File: src/rtl/keypad_pkg.sv
// rtl/keypad_pkg.sv - shared keymap, debounce states and frame classes for the keypad scanner
package keypad_pkg;

    typedef enum logic [1:0] {IDLE, DEB_PRESS, PRESSED, DEB_REL} deb_state_t;

    typedef enum logic [1:0] {NONE, SINGLE, MULTI} frame_class_t;

    // Indexed [row][col]; row 0 is the top row, col 0 the leftmost column.
    localparam logic [3:0] KEYMAP [0:3][0:3] = '{
        '{4'h1, 4'h2, 4'h3, 4'hA},
        '{4'h4, 4'h5, 4'h6, 4'hB},
        '{4'h7, 4'h8, 4'h9, 4'hC},
        '{4'h0, 4'hF, 4'hE, 4'hD}
    };

endpackage

File: src/rtl/keypad_scanner_if.sv
// rtl/keypad_scanner_if.sv - accepted-key output bundle from the scanner to the lock stage
interface keypad_scanner_if;

    logic [3:0] key_code;
    logic       key_valid;
    logic       key_held;

    modport master (output key_code, key_valid, key_held);
    modport slave  (input  key_code, key_valid, key_held);

endinterface

File: src/rtl/keypad_press_fsm.sv
// rtl/keypad_press_fsm.sv - per-frame debounce of press/release, one key_valid pulse per press
module keypad_press_fsm
    import keypad_pkg::*;
#(
    parameter int STABLE_SCANS = 10
) (
    input  logic         clk,
    input  logic         rst_n,
    input  logic         frame_end,
    input  frame_class_t frame_class,
    input  logic [3:0]   frame_code,
    output logic [3:0]   key_code,
    output logic         key_valid,
    output logic         key_held
);

    localparam int CW = $clog2(STABLE_SCANS + 1);

    deb_state_t    state, state_n;
    logic [CW-1:0] cnt, cnt_n;
    logic [3:0]    cand, cand_n;
    logic [3:0]    code_n;
    logic          valid_n, held_n;
    logic          hit;

    always_ff @(posedge clk or negedge rst_n) begin
        if (!rst_n) begin
            state     <= IDLE;
            cnt       <= '0;
            cand      <= '0;
            key_code  <= '0;
            key_valid <= 1'b0;
            key_held  <= 1'b0;
        end else begin
            state     <= state_n;
            cnt       <= cnt_n;
            cand      <= cand_n;
            key_code  <= code_n;
            key_valid <= valid_n;
            key_held  <= held_n;
        end
    end

    // cnt only advances while below STABLE_SCANS, so it saturates without wrapping.
    always_comb begin
        state_n = state;
        cnt_n   = cnt;
        cand_n  = cand;
        code_n  = key_code;
        held_n  = key_held;
        valid_n = 1'b0;
        hit     = (int'(cnt) + 1) >= STABLE_SCANS;
        if (frame_end) begin
            unique case (state)
                IDLE: begin
                    if (frame_class == SINGLE) begin
                        cand_n = frame_code;
                        if (STABLE_SCANS == 1) begin
                            code_n  = frame_code;
                            valid_n = 1'b1;
                            held_n  = 1'b1;
                            cnt_n   = '0;
                            state_n = PRESSED;
                        end else begin
                            cnt_n   = CW'(1);
                            state_n = DEB_PRESS;
                        end
                    end
                end
                DEB_PRESS: begin
                    if (frame_class == SINGLE && frame_code == cand) begin
                        if (hit) begin
                            code_n  = cand;
                            valid_n = 1'b1;
                            held_n  = 1'b1;
                            cnt_n   = '0;
                            state_n = PRESSED;
                        end else begin
                            cnt_n = cnt + CW'(1);
                        end
                    end else begin
                        cnt_n   = '0;
                        state_n = IDLE;
                    end
                end
                PRESSED: begin
                    if (frame_class == NONE) begin
                        if (STABLE_SCANS == 1) begin
                            held_n  = 1'b0;
                            cnt_n   = '0;
                            state_n = IDLE;
                        end else begin
                            cnt_n   = CW'(1);
                            state_n = DEB_REL;
                        end
                    end
                end
                DEB_REL: begin
                    if (frame_class == NONE) begin
                        if (hit) begin
                            held_n  = 1'b0;
                            cnt_n   = '0;
                            state_n = IDLE;
                        end else begin
                            cnt_n = cnt + CW'(1);
                        end
                    end else begin
                        cnt_n   = '0;
                        state_n = PRESSED;
                    end
                end
                default: state_n = IDLE;
            endcase
        end
    end

endmodule

File: src/rtl/keypad_scanner.sv
// rtl/keypad_scanner.sv - 4x4 keypad column scan, row sync, frame classification and debounce
module keypad_scanner
    import keypad_pkg::*;
#(
    parameter int CLK_FREQ     = 50_000_000,
    parameter int SCAN_US      = 1000,
    parameter int STABLE_SCANS = 10
) (
    input  logic              clk,
    input  logic              rst_n,
    input  logic [3:0]        row,
    output logic [3:0]        col,
    keypad_scanner_if.master  key
);

    localparam int SLOT = CLK_FREQ / 1_000_000 * SCAN_US;
    localparam int SW   = $clog2(SLOT);

    logic [SW-1:0] slot_cnt;
    logic [1:0]    col_idx;
    logic [3:0]    row_meta, row_sync;
    logic [1:0]    acc_cnt;
    logic [3:0]    acc_code;

    logic          slot_end, frame_end;
    logic [2:0]    n_low, sum;
    logic [1:0]    tot_cnt;
    logic [3:0]    slot_code, tot_code;
    frame_class_t  frame_class;

    assign col = ~(4'b0001 << col_idx);

    // Idle rows read high, so the synchronizer resets to all-released.
    always_ff @(posedge clk or negedge rst_n) begin
        if (!rst_n) begin
            row_meta <= 4'hF;
            row_sync <= 4'hF;
        end else begin
            row_meta <= row;
            row_sync <= row_meta;
        end
    end

    always_comb begin
        slot_end  = (slot_cnt == SW'(SLOT - 1));
        frame_end = slot_end && (col_idx == 2'd3);
        n_low     = '0;
        slot_code = '0;
        for (int r = 3; r >= 0; r--) begin
            if (!row_sync[r]) begin
                n_low     = n_low + 3'd1;
                slot_code = KEYMAP[r][col_idx];
            end
        end
        // Lows beyond two never change the class, so the running count saturates at 2.
        sum         = {1'b0, acc_cnt} + n_low;
        tot_cnt     = (sum >= 3'd2) ? 2'd2 : sum[1:0];
        tot_code    = (acc_cnt == 2'd0 && n_low == 3'd1) ? slot_code : acc_code;
        frame_class = (tot_cnt == 2'd0) ? NONE : (tot_cnt == 2'd1) ? SINGLE : MULTI;
    end

    always_ff @(posedge clk or negedge rst_n) begin
        if (!rst_n) begin
            slot_cnt <= '0;
            col_idx  <= '0;
            acc_cnt  <= '0;
            acc_code <= '0;
        end else begin
            slot_cnt <= slot_end ? '0 : slot_cnt + SW'(1);
            if (slot_end) begin
                col_idx <= col_idx + 2'd1;
                if (frame_end) begin
                    acc_cnt  <= '0;
                    acc_code <= '0;
                end else begin
                    acc_cnt  <= tot_cnt;
                    acc_code <= tot_code;
                end
            end
        end
    end

    keypad_press_fsm #(
        .STABLE_SCANS(STABLE_SCANS)
    ) u_press_fsm (
        .clk        (clk),
        .rst_n      (rst_n),
        .frame_end  (frame_end),
        .frame_class(frame_class),
        .frame_code (tot_code),
        .key_code   (key.key_code),
        .key_valid  (key.key_valid),
        .key_held   (key.key_held)
    );

endmodule

File: src/flat_wrapper.sv
// flat-port wrapper written by rule: the top's interface ports become plain ports
module keypad_scanner_flat import keypad_pkg::*;
#(
    parameter int CLK_FREQ     = 50_000_000,
    parameter int SCAN_US      = 1000,
    parameter int STABLE_SCANS = 10
)
  (clk, rst_n, row, col, key_key_code, key_key_valid, key_key_held);
  keypad_scanner_if key_i ();
  input  logic clk;
  input  logic rst_n;
  input  logic [3:0] row;
  output logic [3:0] col;
  output wire logic [$bits(key_i.key_code)-1:0] key_key_code;
  output wire logic [$bits(key_i.key_valid)-1:0] key_key_valid;
  output wire logic [$bits(key_i.key_held)-1:0] key_key_held;
  assign key_key_code = key_i.key_code;
  assign key_key_valid = key_i.key_valid;
  assign key_key_held = key_i.key_held;
  keypad_scanner #(.CLK_FREQ(CLK_FREQ), .SCAN_US(SCAN_US), .STABLE_SCANS(STABLE_SCANS)) u_core (.clk(clk), .rst_n(rst_n), .row(row), .col(col), .key(key_i));
endmodule
File: config.mk
export PLATFORM = sky130hd
export DESIGN_NAME = keypad_scanner_flat
export DESIGN_NICKNAME = d
export VERILOG_FILES = /design/src/rtl/keypad_pkg.sv /design/src/rtl/keypad_scanner_if.sv /design/src/rtl/keypad_press_fsm.sv /design/src/rtl/keypad_scanner.sv /design/src/flat_wrapper.sv
export SDC_FILE = /design/constraint.sdc
export NUM_CORES = 1
export LEC_CHECK = 0
export CAP_MARGIN = 15
export CORE_MARGIN = 2
export CORE_UTILIZATION = 63
export DETAILED_ROUTE_END_ITERATION = 12
export DONT_BUFFER_PORTS = 1
export PLACE_DENSITY = 0.87
export RECOVER_POWER = 50
export SYNTH_ARGS = -nofsm -noshare
export SYNTH_HDL_FRONTEND = slang
export SYNTH_SLANG_ARGS = --single-unit
File: constraint.sdc
create_clock -name clk -period 4.84 [get_ports clk]
set_input_delay 0.968 -clock clk [delete_from_list [all_inputs] [get_ports clk]]
set_output_delay 0.968 -clock clk [all_outputs]
set_load 0.005 [all_outputs]
# Word level (Yosys, flattened, before mapping)
# Cells that the tools add are included.
classes:
  addsub: 8
  n_lt_le_gt_ge: 3
  eq_ne: 17
  shifts: 1
  muxes: 49
  bitwise: 2
  n_reduce_logical: 13
op_table:
  columns: ["op", "count"]
  rows:
  - ["4-bit two-way mux", 19]
  - ["4-bit binary-select mux with 2-bit select", 4]
  - ["2-bit two-way mux", 10]
  - ["16-bit by 1-bit adder with 16-bit output (second input constant)", 1]
  - ["16-bit equality test (second input constant)", 1]
  - ["16-bit two-way mux", 1]
  - ["4-bit one-hot mux with 4 select lines", 1]
  - ["2-bit != test (second input constant)", 6]
  - ["1-bit two-way mux", 9]
  - ["3-bit two-way mux", 3]
  - ["2-bit zero test", 4]
  - ["2-bit one-hot mux with 4 select lines", 1]
  - ["3-bit by 1-bit adder with 3-bit output (second input constant)", 2]
  - ["2-bit by 1-bit equality test with 1-bit output (second input constant)", 3]
  - ["2-bit equality test (second input constant)", 3]
  - ["3-bit != test (second input constant)", 2]
  - ["3-bit AND reduction", 2]
  - ["6-bit AND reduction", 1]
  - ["4-bit by 1-bit adder with 5-bit output (second input constant)", 1]
  - ["5-bit by 4-bit greater-or-equal comparator with 1-bit output (second input constant)", 1]
  - ["5-bit AND reduction", 1]
  - ["4-bit by 1-bit adder with 4-bit output (second input constant)", 1]
  - ["4-bit equality test", 1]
  - ["4-bit NOT", 1]
  - ["12 further kinds", 14]
totals:
  reg_bits: 48
  inputBits: 6
  output_inout_bits: 10
  word_cells: 105

# Logic depth before layout (Yosys ltp)
# Gate-level depths: netlist (run 1).
logic_depth:
  ltp_word: 18
  mapped_depth: 14
  depth_no_buf: 14

# Modules after synthesis
# Synthesis (run 1) repeated with hierarchy kept, for this count alone.
unflattened:
  cells_unflattened: 252
  hier_area_um2: 2578.7
modules_own_cells:
  columns: ["module", "instances", "cells_each", "area_each_um2", "seq_area_each_um2"]
  rows:
  - ["keypad_scanner", 1, 174, 1739.2, 810.8]
  - ["keypad_press_fsm", 1, 78, 839.6, 400.4]

# Least setup slack after synthesis (run 1)
# Ideal clock, no wire load.
synth_timing:
  path_kind: "flip-flop to flip-flop"
  startpoint: "reg u_core.row_sync[2]"
  endpoint: "reg u_core.u_press_fsm.key_code[0]"
  setup_ps: 125
  arrival_ps: 3664
  required_time_ps: 4715
  path_slack_ps: 1051
  stages_incl_launch_ff: 13
  path_buffers: 0
  synth_period_minus_slack_ps: 3789
  cell_sequence: "dfstp_2 -> inv_1 -> ha_1 -> xnor2_1 -> ha_1 -> mux2_2 -> fa_1 -> xnor3_1 -> nor2_1 -> nand2_1 -> nand4b_2 -> or3_4 -> mux2_4"
synth_via:
  elab_chain_cells: 14
  elab_cells_between_ends: 22
  classes_between: "add/sub (3); order compare (1); eq/ne (4); mux (10); reduce/logical (4)"
synth_lines:
  columns: ["element", "line_no", "text"]
  rows:
  - ["from (decl)", "keypad_scanner.sv:21", "logic [3:0] row_meta, row_sync;"]
  - ["from (signal assigned)", "keypad_scanner.sv:40", "row_sync <= row_meta;"]
  - ["3-bit two-way mux", "keypad_scanner.sv:50", "if (!row_sync[r]) begin"]
  - ["3-bit by 1-bit adder with 3-bit output", "keypad_scanner.sv:51", "n_low = n_low + 3'd1;"]
  - ["3-bit two-way mux", "keypad_scanner.sv:50", null]
  - ["3-bit by 1-bit adder with 3-bit output", "keypad_scanner.sv:51", null]
  - ["3-bit two-way mux", "keypad_scanner.sv:50", null]
  - ["2-bit by 3-bit adder with 3-bit output", "keypad_scanner.sv:56", "sum = {1'b0, acc_cnt} + n_low;"]
  - ["3-bit by 2-bit greater-or-equal comparator with 1-bit output", "keypad_scanner.sv:57", "tot_cnt = (sum >= 3'd2) ? 2'd2 : sum[1:0];"]
  - ["2-bit two-way mux", "keypad_scanner.sv:57", null]
  - ["2-bit by 1-bit equality test with 1-bit output", "keypad_scanner.sv:59", "frame_class = (tot_cnt == 2'd0) ? NONE : (tot_cnt == 2'd1) ? SINGLE : MULTI;"]
  - ["2-bit two-way mux (2 in series)", "keypad_scanner.sv:59", null]
  - ["2-bit by 1-bit equality test with 1-bit output", "keypad_press_fsm.sv:71", "if (frame_class == SINGLE && frame_code == cand) begin"]
  - ["1-bit logical AND *", "keypad_press_fsm.sv:71", null]
  - ["4-bit AND reduction (no line) *", null, null]
  - ["to (signal assigned)", "keypad_press_fsm.sv:38", "key_code <= code_n;"]
  - ["to (decl)", "keypad_press_fsm.sv:12", "output logic [3:0] key_code,"]
# Mark *: on every way between the ends. The rest lies on a longest branch, timed or not.
# A chain may end at the register's enable or synchronous reset.

# Final worst setup path (run 1)
layout_timing:
  startpoint: "reg u_core.row_sync[2]"
  endpoint: "reg u_core.u_press_fsm.key_code[1]"
# The elaborated chain is that of the path after synthesis.

==> results of run 1 <==
## cell usage after synthesis, drive strengths merged (2+ instances only)
cell,instances
xnor2,11
mux2i,4
nand4,2
nor4,4
dfrtp,40
nand2,26
nor3b,2
nor2,23
nand3,13
clkbuf,5
inv,18
nand3b,2
xor2,11
nor3,3
a21oi,5
mux2,7
dfstp,8
and2,2
ha,12
or2,3
o41ai,3
o21ai,19
o31a,2
o31ai,3
a31oi,3
a22oi,4
buf,4
and3,6
nand2b,2
## final timing paths
| path | from | to | cells after the start |
|---|---|---|---|
| worst max-delay path | u_core.row_sync[2]$_DFF_PN1_ | u_core.u_press_fsm.key_code[1]$_DFFE_PN0P_ | 12 |
| worst min-delay path | rst_n | u_core.acc_code[3]$_DFFE_PN0N_ | 0 |
| worst max register to register | u_core.row_sync[2]$_DFF_PN1_ | u_core.u_press_fsm.key_code[1]$_DFFE_PN0P_ | 12 |
| worst min register to register | u_core.row_meta[0]$_DFF_PN1_ | u_core.row_sync[0]$_DFF_PN1_ | 0 |
| max in group asynchronous | rst_n | u_core.row_meta[2]$_DFF_PN1_ | 0 |
| min in group clk | u_core.row_meta[0]$_DFF_PN1_ | u_core.row_sync[0]$_DFF_PN1_ | 0 |
## critical path, delay by kind of cell, from the launching register on
kind,cells,cell delay (ns)
xor gates and xnor gates,2,0.62
adders and majority gates,3,1.11
buffers and inverters,1,0.07
DFF,1,0.61
muxes,2,0.60
and+or+nand+nor,4,0.90
## metal layers
layer  up-vias  track usage, %  wire, um
li1        917               -         -
met1       936           27.13      2125
met2        38           37.71      2456
met3         8           6.250       192
met4         0           10.24        93
met5         -               0         0
## registers in the layout, indices dropped and copies added, names as in the netlist
name,count
u_core.u_press_fsm.state,2
u_core.acc_code,4
u_core.col_idx,2
u_core.u_press_fsm.cand,4
u_core.u_press_fsm.cnt,4
u_core.slot_cnt,16
u_core.u_press_fsm.key_held,1
u_core.acc_cnt,2
u_core.u_press_fsm.key_valid,1
u_core.row_sync,4
u_core.row_meta,4
u_core.u_press_fsm.key_code,4
## report_power, final
part | switching, uW | total [uW] | internal [uW]
combinational | 40.9 | 71.0 | 30.1
clock | 137 | 253 | 116
sequential | 5.47 | 413 | 407
## logic make-up (layout without fill, tap and decap cells)
family,after synthesis,after routing
xor gates and xnor gates,23,23
muxes,11,11
and+or+nand+nor,93,93
DFF,48,48
AOI/OAI and AO/OA,50,50
buffers and inverters,27,26
adders and majority gates,13,13
## area by class of cell
type | count | area [um2] | area share, %
flip-flops and latches | 48 | 1211 | 43.18
clock buffers | 6 | 82.58 | 2.944
clock inverters | 2 | 15.01 | 0.5352
well taps | 50 | 62.56 | 2.230
multi-input cells | 190 | 1366 | 48.71
inverters | 18 | 67.56 | 2.409
## stage by stage
step / total power, uW / setup WS [ns] / instance area, um2
2_1_floorplan: 482.2 / 1.051 / 2703
5_1_grt: 770.3 / 0.5918 / 2805
4_1_cts: 742.7 / 0.8290 / 2805
6_report: 736.8 / 0.8252 / 2805
3_3_place_gp: 488.2 / 0.9597 / 2708
3_5_place_dp: 490.6 / 0.8455 / 2708
==> impl_results.md, run 1 <==
* Nets at approximately 280
* Synth Area in Simple Gates at 18.01%
* Die W at 69.50 um
* Worst skew pair latency at ~0.3 ns
* Max capacitance violation total at 0
* Syn Area/Cell at 10.20 um2
* Area leader, netlist: dfrtp_1
* DR iter-0 viols at 91
* CP Cell Sequence: inv_1 -> ha_1 -> xnor2_1 -> ha_1 -> mux2_2 -> fa_1 -> xnor3_1 -> nor2_1 -> nand2_1 -> nand4b_2 -> or3_4 -> mux2_4
* H-Tree Depth at 2
* Max-slew violations at 0
* Crit Path Category: reg2reg
* Commonest non-fill, non-tap cells in the layout: dfrtp_1, nand2_1, nor2_1, inv_1, o21ai_0
* Post-CTS Setup Bufs at 0
* Antenna-violating nets left at 0
* Fin cells at 314
* Setup tns final at 0 ns
* Clock-pin slew on the worst setup and hold paths at 0.09 ns
* Fin. Hold Viols at 0
* First-pass GRT wire length at 8.556 mm
* Initial Utilization at 66.60%
* Gpl congestion at slightly above 0.8
* Proportion of synthesized area in mux cells at under 10%
* Fraction of layout cells with a size suffix above 1 at 12.50%
* Initial antenna violation count at 0
* Synth unique cells at 57
* Final Skew at roughly 0.0061 ns
* Slowest CP cell: dfstp_2
* Ant diodes at 0
* Post-synthesis adder-cell area fraction at 6.296%
* CORE AREA at 0.004058 mm2
* Clock Tree Buf Depth at 2
* Clock root buffer: clkbuf_8
* Core Util, Final at 69.13%
* Synth area leaders: dfrtp_1, dfstp_2, ha_1
* CP arrival at between 4 and 5 ns
* I/O Buffers at 0
* WL final at 4.868 mm
* CTS tree: done
* Mapped Nets at 284
* Crit path launch type: flip-flop
* Hold slack final at 0.3454 ns
* # fillers at 287
* Most common cell after layout, fill and taps aside: dfrtp_1
* I/O Pins at 16
* GRT Overall Usage at 22.57%
* CTS buffer count at 5
* Post-synthesis xor/xnor area fraction at 7.963%
* # resized after CTS at 0
* Maximum vdd drop at approximately 210 uV
* Largest net degree at the start of global routing at 49
* Final setup fails at 0
* Die area at approximately 0.0048 mm2
* Critical Path Max Stage Delay at 0.61 ns
* Yosys top cell area share at a little under two fifths
* Post-synth EDFFs at 0
* Top FF cell, synth: dfrtp_1
* Outcome: complete, no violations
* Crit-path max FO at 8
* Relative slew slack at 62.28%
* Grt ovf at 0
* RSZ-0062 raised after global routing: false
* Critical path required time at ~5.0 ns
* Compound-gate portion of the synthesized area at 13.33%
* Fin crit share at 82.95%
* Power Dens Cells at 262.7 mW/mm2
* Post-Syn Area at around 0.0027 mm2
* Vias in the first global route at between 1,500 and 2,000
* Area Growth Syn to Fin at 3.796%
* CTS Hold Buffers Added at 0
* Avg Vias per Cell at 6.048
* Hold WC Path Type: in2async
* Ys async rst share at 100.0%
* Worst path most repeated cell: ha_1
* Leakage at about 0.0012 uW
* Worst-margin pin slew at 0.5657 ns
* WL per Instance at 15.50 um
* Cell count after synthesis at 265
* F_max at 249.1 MHz
* # rows at 23
* Via count at around 1,900
* Largest family of logic cells by synthesized area: simple AND/OR/NAND/NOR gates
* Register area share after synthesis at between 40% and 50%
* R2R Setup Slk at 0.83 ns
* Placed Instances at ~310
* Post-layout minimum cycle time at 4.015 ns
* Initial DRT Pass Iterations at 4
* Synthesis Warnings at 0
* CTS Sinks at 48
* Die Ht at 69.50 um
* Crit end category: flip-flop
* Seq cells post-synth at 48
* DRC at 0
* Detailed placement HPWL at 3.453 mm
(Power assumes the default switching activity.)
==> run 2: changes to the inputs <==
--- a/config.mk
+++ b/config.mk
@@ -5,6 +5,7 @@
 export SDC_FILE = /design/constraint.sdc
 export NUM_CORES = 1
 export LEC_CHECK = 0
+export ABC_AREA = 1
 export CAP_MARGIN = 15
 export CORE_MARGIN = 2
 export CORE_UTILIZATION = 63
==> constraint.sdc (replaced) <==
create_clock -name clk -period 4.1 [get_ports clk]
set_input_delay 0.82 -clock clk [delete_from_list [all_inputs] [get_ports clk]]
set_output_delay 0.82 -clock clk [all_outputs]
set_load 0.005 [all_outputs]
==> impl_results.md, run 2 <==
* Outcome: complete, no violations
* Final setup fails at 0
* Detailed placement HPWL at 3.721 mm
* # rows at 24
* Cell Area, Placed at 0.002804 mm2
* Multi-input gate area at 0.001295 mm2
* Synth unique cells at 32
* CP arrival at 3.61 ns
* Ys async rst share at 100.0%
* I/O Buffers at 0
* Crit Path Category: reg2reg
* Relative slew slack at 56.06%
* Most frequent cells after synthesis: nand2_1, inv_1, dfrtp_1
* Die area at 0.004935 mm2
* Hold WC Path Type: in2async
* WL per Instance at 11.76 um
* Setup tns final at 0 ns
* Most frequent cell after synthesis: nand2_1
* Worst-margin pin slew at between 0.6 and 0.7 ns
* Die W at between 70 and 80 um
* CTS buffer count at 5
* Worst path most repeated cell: nand2_1
* Ant diodes at 0
* Synth area leaders: dfrtp_1, nand2_1, inv_1
* Cell count after synthesis at roughly 370
* First-pass GRT wire length at 8.790 mm
* Met3 Resource Use GR at 5.051%
* Storage element area at 0.001211 mm2
* DP Worst Slack at 0.7107 ns
* Avg Vias per Cell at between 5 and 6
* Commonest non-fill, non-tap cells in the layout: nand2_1, inv_1, dfrtp_1, nor2_1, nand3_1
* CORE AREA at between 0.004 and 0.005 mm2
* I/O Pins at 16
* Met1 Use GR at between 20% and 30%
* Fin worst setup slack at 0.6915 ns
* Slowest CP cell: dfstp_2
* Design Area, Final at 0.002915 mm2
* Crit-path max FO at 9
* Synthesis Warnings at 0
* Crit end category: flip-flop
* Core Util, Final at between 60% and 70%
* Critical Path Max Stage Delay at 0.57 ns
* Crit path launch type: flip-flop
* Largest register FFs at 16
* Post-layout minimum cycle time at 3.409 ns
* DR iter-0 viols at ~140
* Area Growth Syn to Fin at 5.430%
* Mapped Nets at roughly 390
* WL final at 4.964 mm
* Worst path buffer plus inverter count at 4
* H-Tree Depth at 2
* Initial Utilization at between 60 and 70%
* Clock Tree Buf Depth at 2
* CP top delay family: simple AND/OR/NAND/NOR gates
* Largest net degree at the start of global routing at 49
* Max capacitance violation total at 0
* Seq cells post-synth at 48
* Initial antenna violation count at 0
* Leakage at 0.001518 uW
* Syn Area/Cell at 7.555 um2
* Area leader, netlist: dfrtp_1
* Die Ht at 70.25 um
* Post-CTS Setup Bufs at 0
* CP Cell Sequence: inv_1 -> ha_1 -> inv_1 -> nand2_1 -> nand2_2 -> ha_1 -> nand2_1 -> nand2_1 -> fa_1 -> inv_1 -> nor2_1 -> nor2_1 -> nand2_1 -> nor2_2 -> nand2_1 -> nor2_1 -> nand3_1 -> inv_2 -> nand2_2 -> nand2_1 -> o21ai_1
* Vias in the first global route at 2,112
* Final Skew at between 0.01 and 0.015 ns
* RSZ-0062 raised after global routing: false
* Worst skew pair latency at between 0.3 and 0.4 ns
* Max-slew violations at 0
* Register with the most flip-flops: u_core.slot_cnt
* Critical path required time at 4.30 ns
* CTS Sinks at 48
* Fin crit share at 83.14%
* Post-Syn Area at 0.002765 mm2
* GR peak layer: met2
* Antenna-violating nets left at 0
* Most common cell after layout, fill and taps aside: nand2_1
* F_max at 293.4 MHz
* Total power at 906.9 uW
* Fraction of layout cells with a size suffix above 1 at 9.730%
* CTS Hold Buffers Added at 0
* Register area share after synthesis at between 40 and 50%
* Met2 Use GR at 37.00%
* Maximum vdd drop at approximately 280 uV
* Gpl congestion at 0.8940
* Nets at 388
* Fin. Hold Viols at 0
* CTS tree: done
* Post-synth EDFFs at 0
* Power Dens Cells at 311.1 mW/mm2
* Clock-pin slew on the worst setup and hold paths at 0.09 ns
* Top FF cell, synth: dfrtp_1
* # resized after CTS at 0
* Grt ovf at 0
* Clock root buffer: clkbuf_8
* Initial DRT Pass Iterations at 4
* GRT Overall Usage at about 22%
* DRC at 0
* Via count at between 2,000 and 2,500
* # fillers at ~350
* Yosys top cell area share at 36.20%
[run 2: changes by cell type after synthesis, moves of 7 or more]
cell and change:
nand2_1 +77, inv_1 +40, nand3_1 +13, nor2_1 +10, xnor2_1 -10, nand4_1 +8
nand2_2 +7
[run 2: metal layers]
layer | vias to the layer above | wire [um]
met5 | - | 0
met4 | 0 | 71
met3 | 6 | 151
met2 | 37 | 2357
met1 | 1015 | 2383
li1 | 1158 | -
[run 2: layout make-up]
cell class | count | share of cell area, %
Inverter | 62 | 7.983
Clock inverter | 3 | 1.459
Clock buffer | 5 | 2.361
Multi-Input combinational cell | 252 | 44.42
Tap cell | 52 | 2.232
Sequential cell | 48 | 41.54
[run 2: worst reg2reg max path, delay by kind of cell, from the launching register on]
kind / cells / cell delay (ns)
flip-flops: 1 / 0.57
AND/OR/NAND/NOR: 13 / 1.23
adder cells (fa/ha/maj): 3 / 1.14
AO/OA/AOI/OAI: 1 / 0.06
buffers and inverters: 4 / 0.29
[run 2: cell families after synthesis]
logic type                 share of synthesized area (%)
AOI/OAI and AO/OA                                  6.923
xor gates and xnor gates                           1.900
adders and majority gates                          6.154
buffers and inverters                              9.367
DFF                                                43.80
muxes                                             0.4072
and+or+nand+nor                                    31.45
[run 2: final timing paths]
check | from | endpoint | slack, ns | depth (start not counted)
setup / recovery | u_core.row_sync[2]$_DFF_PN1_ | u_core.u_press_fsm.key_code[2]$_DFFE_PN0P_ | 0.69 | 21
hold / removal | rst_n | u_core.slot_cnt[7]$_DFF_PN0_ | 0.19 | 0
setup reg to reg | u_core.row_sync[2]$_DFF_PN1_ | u_core.u_press_fsm.key_code[2]$_DFFE_PN0P_ | 0.69 | 21
hold reg to reg | u_core.row_meta[3]$_DFF_PN1_ | u_core.row_sync[3]$_DFF_PN1_ | 0.36 | 0
max in group asynchronous | rst_n | u_core.row_sync[1]$_DFF_PN1_ | 3.73 | 0
min in group clk | u_core.row_meta[3]$_DFF_PN1_ | u_core.row_sync[3]$_DFF_PN1_ | 0.36 | 0
[run 2: report_power, final]
group          internal, uW  leakage (uW)  switching (uW)  total (uW)
combinational          26.9      0.000835            52.9        79.8
clock                   180     0.0000541             161         342
sequential              481      0.000629            4.72         485
total                   688       0.00152             219         907
[run 2: through the flow]
| stage | hold slack [ns] | std cells |
|---|---|---|
| finish | 0.1909 | 422 |
| global route | 0.1747 | 422 |
| CTS | 0.1848 | 422 |
| detailed placement | 0.3470 | 414 |
| global placement | 0.3455 | 414 |
| floorplan | 0.3452 | 366 |
==> run 3: changes to the inputs <==
--- a/config.mk
+++ b/config.mk
@@ -8,10 +8,10 @@
 export ABC_AREA = 1
 export CAP_MARGIN = 15
 export CORE_MARGIN = 2
-export CORE_UTILIZATION = 63
+export CORE_UTILIZATION = 57
 export DETAILED_ROUTE_END_ITERATION = 12
 export DONT_BUFFER_PORTS = 1
-export PLACE_DENSITY = 0.87
+export PLACE_DENSITY = 0.83
 export RECOVER_POWER = 50
 export SYNTH_ARGS = -nofsm -noshare
 export SYNTH_HDL_FRONTEND = slang
==> constraint.sdc (replaced) <==
create_clock -name clk -period 2.82 [get_ports clk]
set_input_delay 0.564 -clock clk [delete_from_list [all_inputs] [get_ports clk]]
set_output_delay 0.564 -clock clk [all_outputs]
set_load 0.005 [all_outputs]
==> impl_results.md, run 3 (synthesis results as in run 2) <==
* Reg-to-reg startpoint: u_core.row_sync[2]$_DFF_PN1_
* Nets at 404
* Fin worst setup slack at -0.1280 ns
* Failing checks: max-capacitance violations, max-slew violations, negative setup slack
* R2R Setup Slk at -0.13 ns
* Reg-to-reg endpoint: u_core.u_press_fsm.key_code[1]$_DFFE_PN0P_
* Multi-input gate area at ~0.0015 mm2
* Grt ovf at 0
* Crit path launch type: flip-flop
* Hold slack final at 0.1035 ns
* Clock Tree Buf Depth at 2
* Initial antenna violation count at 0
* Clock-pin slew on the worst setup and hold paths at 0.08 ns
* Largest net degree at the start of global routing at 41
* Gpl congestion at 0.8773
* DRC at 0
* Detailed placement HPWL at 3.826 mm
* Relative slew slack at -37.70%
* WL per Instance at roughly 12 um
* Crit end category: flip-flop
* Largest register FFs at 16
* H-Tree Depth at 2
* Initial Utilization at between 50 and 60%
* CORE AREA at 0.004692 mm2
* Post-layout minimum cycle time at 2.948 ns
* Commonest non-fill, non-tap cells in the layout: nand2_1, inv_1, dfrtp_1, nor2_1, nand3_1
* F_max at 339.2 MHz
* Comb power frac at between 10% and 20%
* Max capacitance violation total at 1
* Die Ht at 73.65 um
* Fraction of layout cells with a size suffix above 1 at 22.34%
* # rows at 25
* CTS tree: done
* Sequential power share at 54.1%
* Area Growth Syn to Fin at 15.61%
* GRT Overall Usage at 21.51%
* Cells on worst reg2reg path at 21
* Ant diodes at 0
* Hold WC Path Type: in2async
* Storage element area at around 0.0012 mm2
* Worst-margin pin slew at just over 2 ns
* Vias in the first global route at 2,119
* Setup tns final at -1.333 ns
* Clock root buffer: clkbuf_8
* Fin crit share at 104.5%
* WL final at 5.486 mm
* CP arrival at 3.14 ns
* Fin. Hold Viols at 0
* Via count at 2,325
* Final Skew at between 0.006 and 0.007 ns
* Final setup fails at 16
* Outcome: finished with violations
* DR iter-0 viols at 110
* # fillers at 397
* Power Dens Cells at 406.2 mW/mm2
* CTS buffer count at 5
* Cell Int Power at 959.6 uW
* Clock network fraction of total power at 31.1%
* Initial DRT Pass Iterations at 5
* Crit Path Category: reg2reg
* Die W at 73.65 um
* Core Util, Final at between 60% and 70%
* RSZ-0062 raised after global routing: true
* Register with the most flip-flops: u_core.slot_cnt
* Max-slew violations at 41
* Antenna-violating nets left at 0
* Leakage at 0.001625 uW
* Crit-path max FO at 5
* Most common cell after layout, fill and taps aside: nand2_1
* Maximum vdd drop at 197.6 uV
* Switching pwr at 339.1 uW
* Avg Vias per Cell at ~5.3
* Critical path required time at 3.01 ns
* I/O Pins at 16
* CTS Sinks at 48
* I/O Buffers at 0
* Sw frac at 26.11%
* First-pass GRT wire length at 9.073 mm
* Die area at 0.005424 mm2
* Worst skew pair latency at ~0.3 ns
run 3: through the flow:
step / total power, uW / cell area (um2) / setup slack (ns) / instances
global route: 1364 / 3197 / -0.2211 / 439
CTS: 1287 / 3092 / -0.09606 / 437
floorplan: 823.2 / 2803 / 0.0002149 / 366
finish: 1299 / 3197 / -0.1280 / 439
global placement: 852.0 / 2934 / -0.07179 / 428
detailed placement: 857.1 / 2934 / -0.1537 / 428
run 3: power groups by stage:
stage,clock [uW],combinational (uW),sequential (uW)
after floorplan,0,109,715
after global placement,0,136,716
after detailed placement,0,141,716
after CTS,418,166,703
after global routing,448,212,704
final,404,192,703
run 3: timing repair:
item                       in CTS  in global routing
resized for setup              13                 35
buffers inserted                1                  2
hold buffers                    1                  0
pin swaps                      14                 21
setup endpoints to repair      16                 17
gates cloned                    0                  1
hold endpoints to repair       40                  0
run 3: layout make-up:
class	count	area share, %
repair buffers	15	3.523
clock buffers	6	2.583
inverters	62	7.358
clock inverters	1	0.1174
flip-flops and latches	48	37.89
well taps	54	2.114
multi-input cells	253	46.42
run 3: worst max-delay path, stage by stage (launching register included):
cell     delay, ns
dfstp_2       0.54
inv_2         0.05
ha_4          0.29
inv_4         0.04
nand2_4       0.08
nand2_4       0.06
ha_4          0.25
nand2_4       0.06
nand2_4       0.06
fa_2          0.38
inv_2         0.06
nor2_1        0.04
nor2_1        0.13
nand2_2       0.10
nor2_4        0.15
nand2_2       0.08
nor2_4        0.11
nand3_2       0.10
inv_2         0.10
nand2_4       0.07
nand2_1       0.07
o21ai_1       0.05
run 3: worst max-delay path by stage:
stage / from / to / cells past startpoint
2_1_floorplan: u_core.row_sync[2]$_DFF_PN1_ / u_core.u_press_fsm.cnt[0]$_DFFE_PN0P_ / 19
3_3_place_gp: u_core.row_sync[3]$_DFF_PN1_ / u_core.u_press_fsm.cnt[0]$_DFFE_PN0P_ / 19
3_5_place_dp: u_core.row_sync[3]$_DFF_PN1_ / u_core.u_press_fsm.key_code[0]$_DFFE_PN0P_ / 21
4_1_cts: u_core.row_sync[2]$_DFF_PN1_ / u_core.u_press_fsm.state[0]$_DFFE_PN0P_ / 22
5_1_grt: u_core.row_sync[3]$_DFF_PN1_ / u_core.u_press_fsm.state[0]$_DFFE_PN0P_ / 22
6_report: u_core.row_sync[2]$_DFF_PN1_ / u_core.u_press_fsm.key_code[1]$_DFFE_PN0P_ / 21
run 3: metal layers:
metal	vias up	track usage, %	wire, um
met3	7	4.115	265
met1	1079	28.41	2476
li1	1193	-	-
met2	46	36.11	2670
met4	0	5.859	73
met5	-	0	0
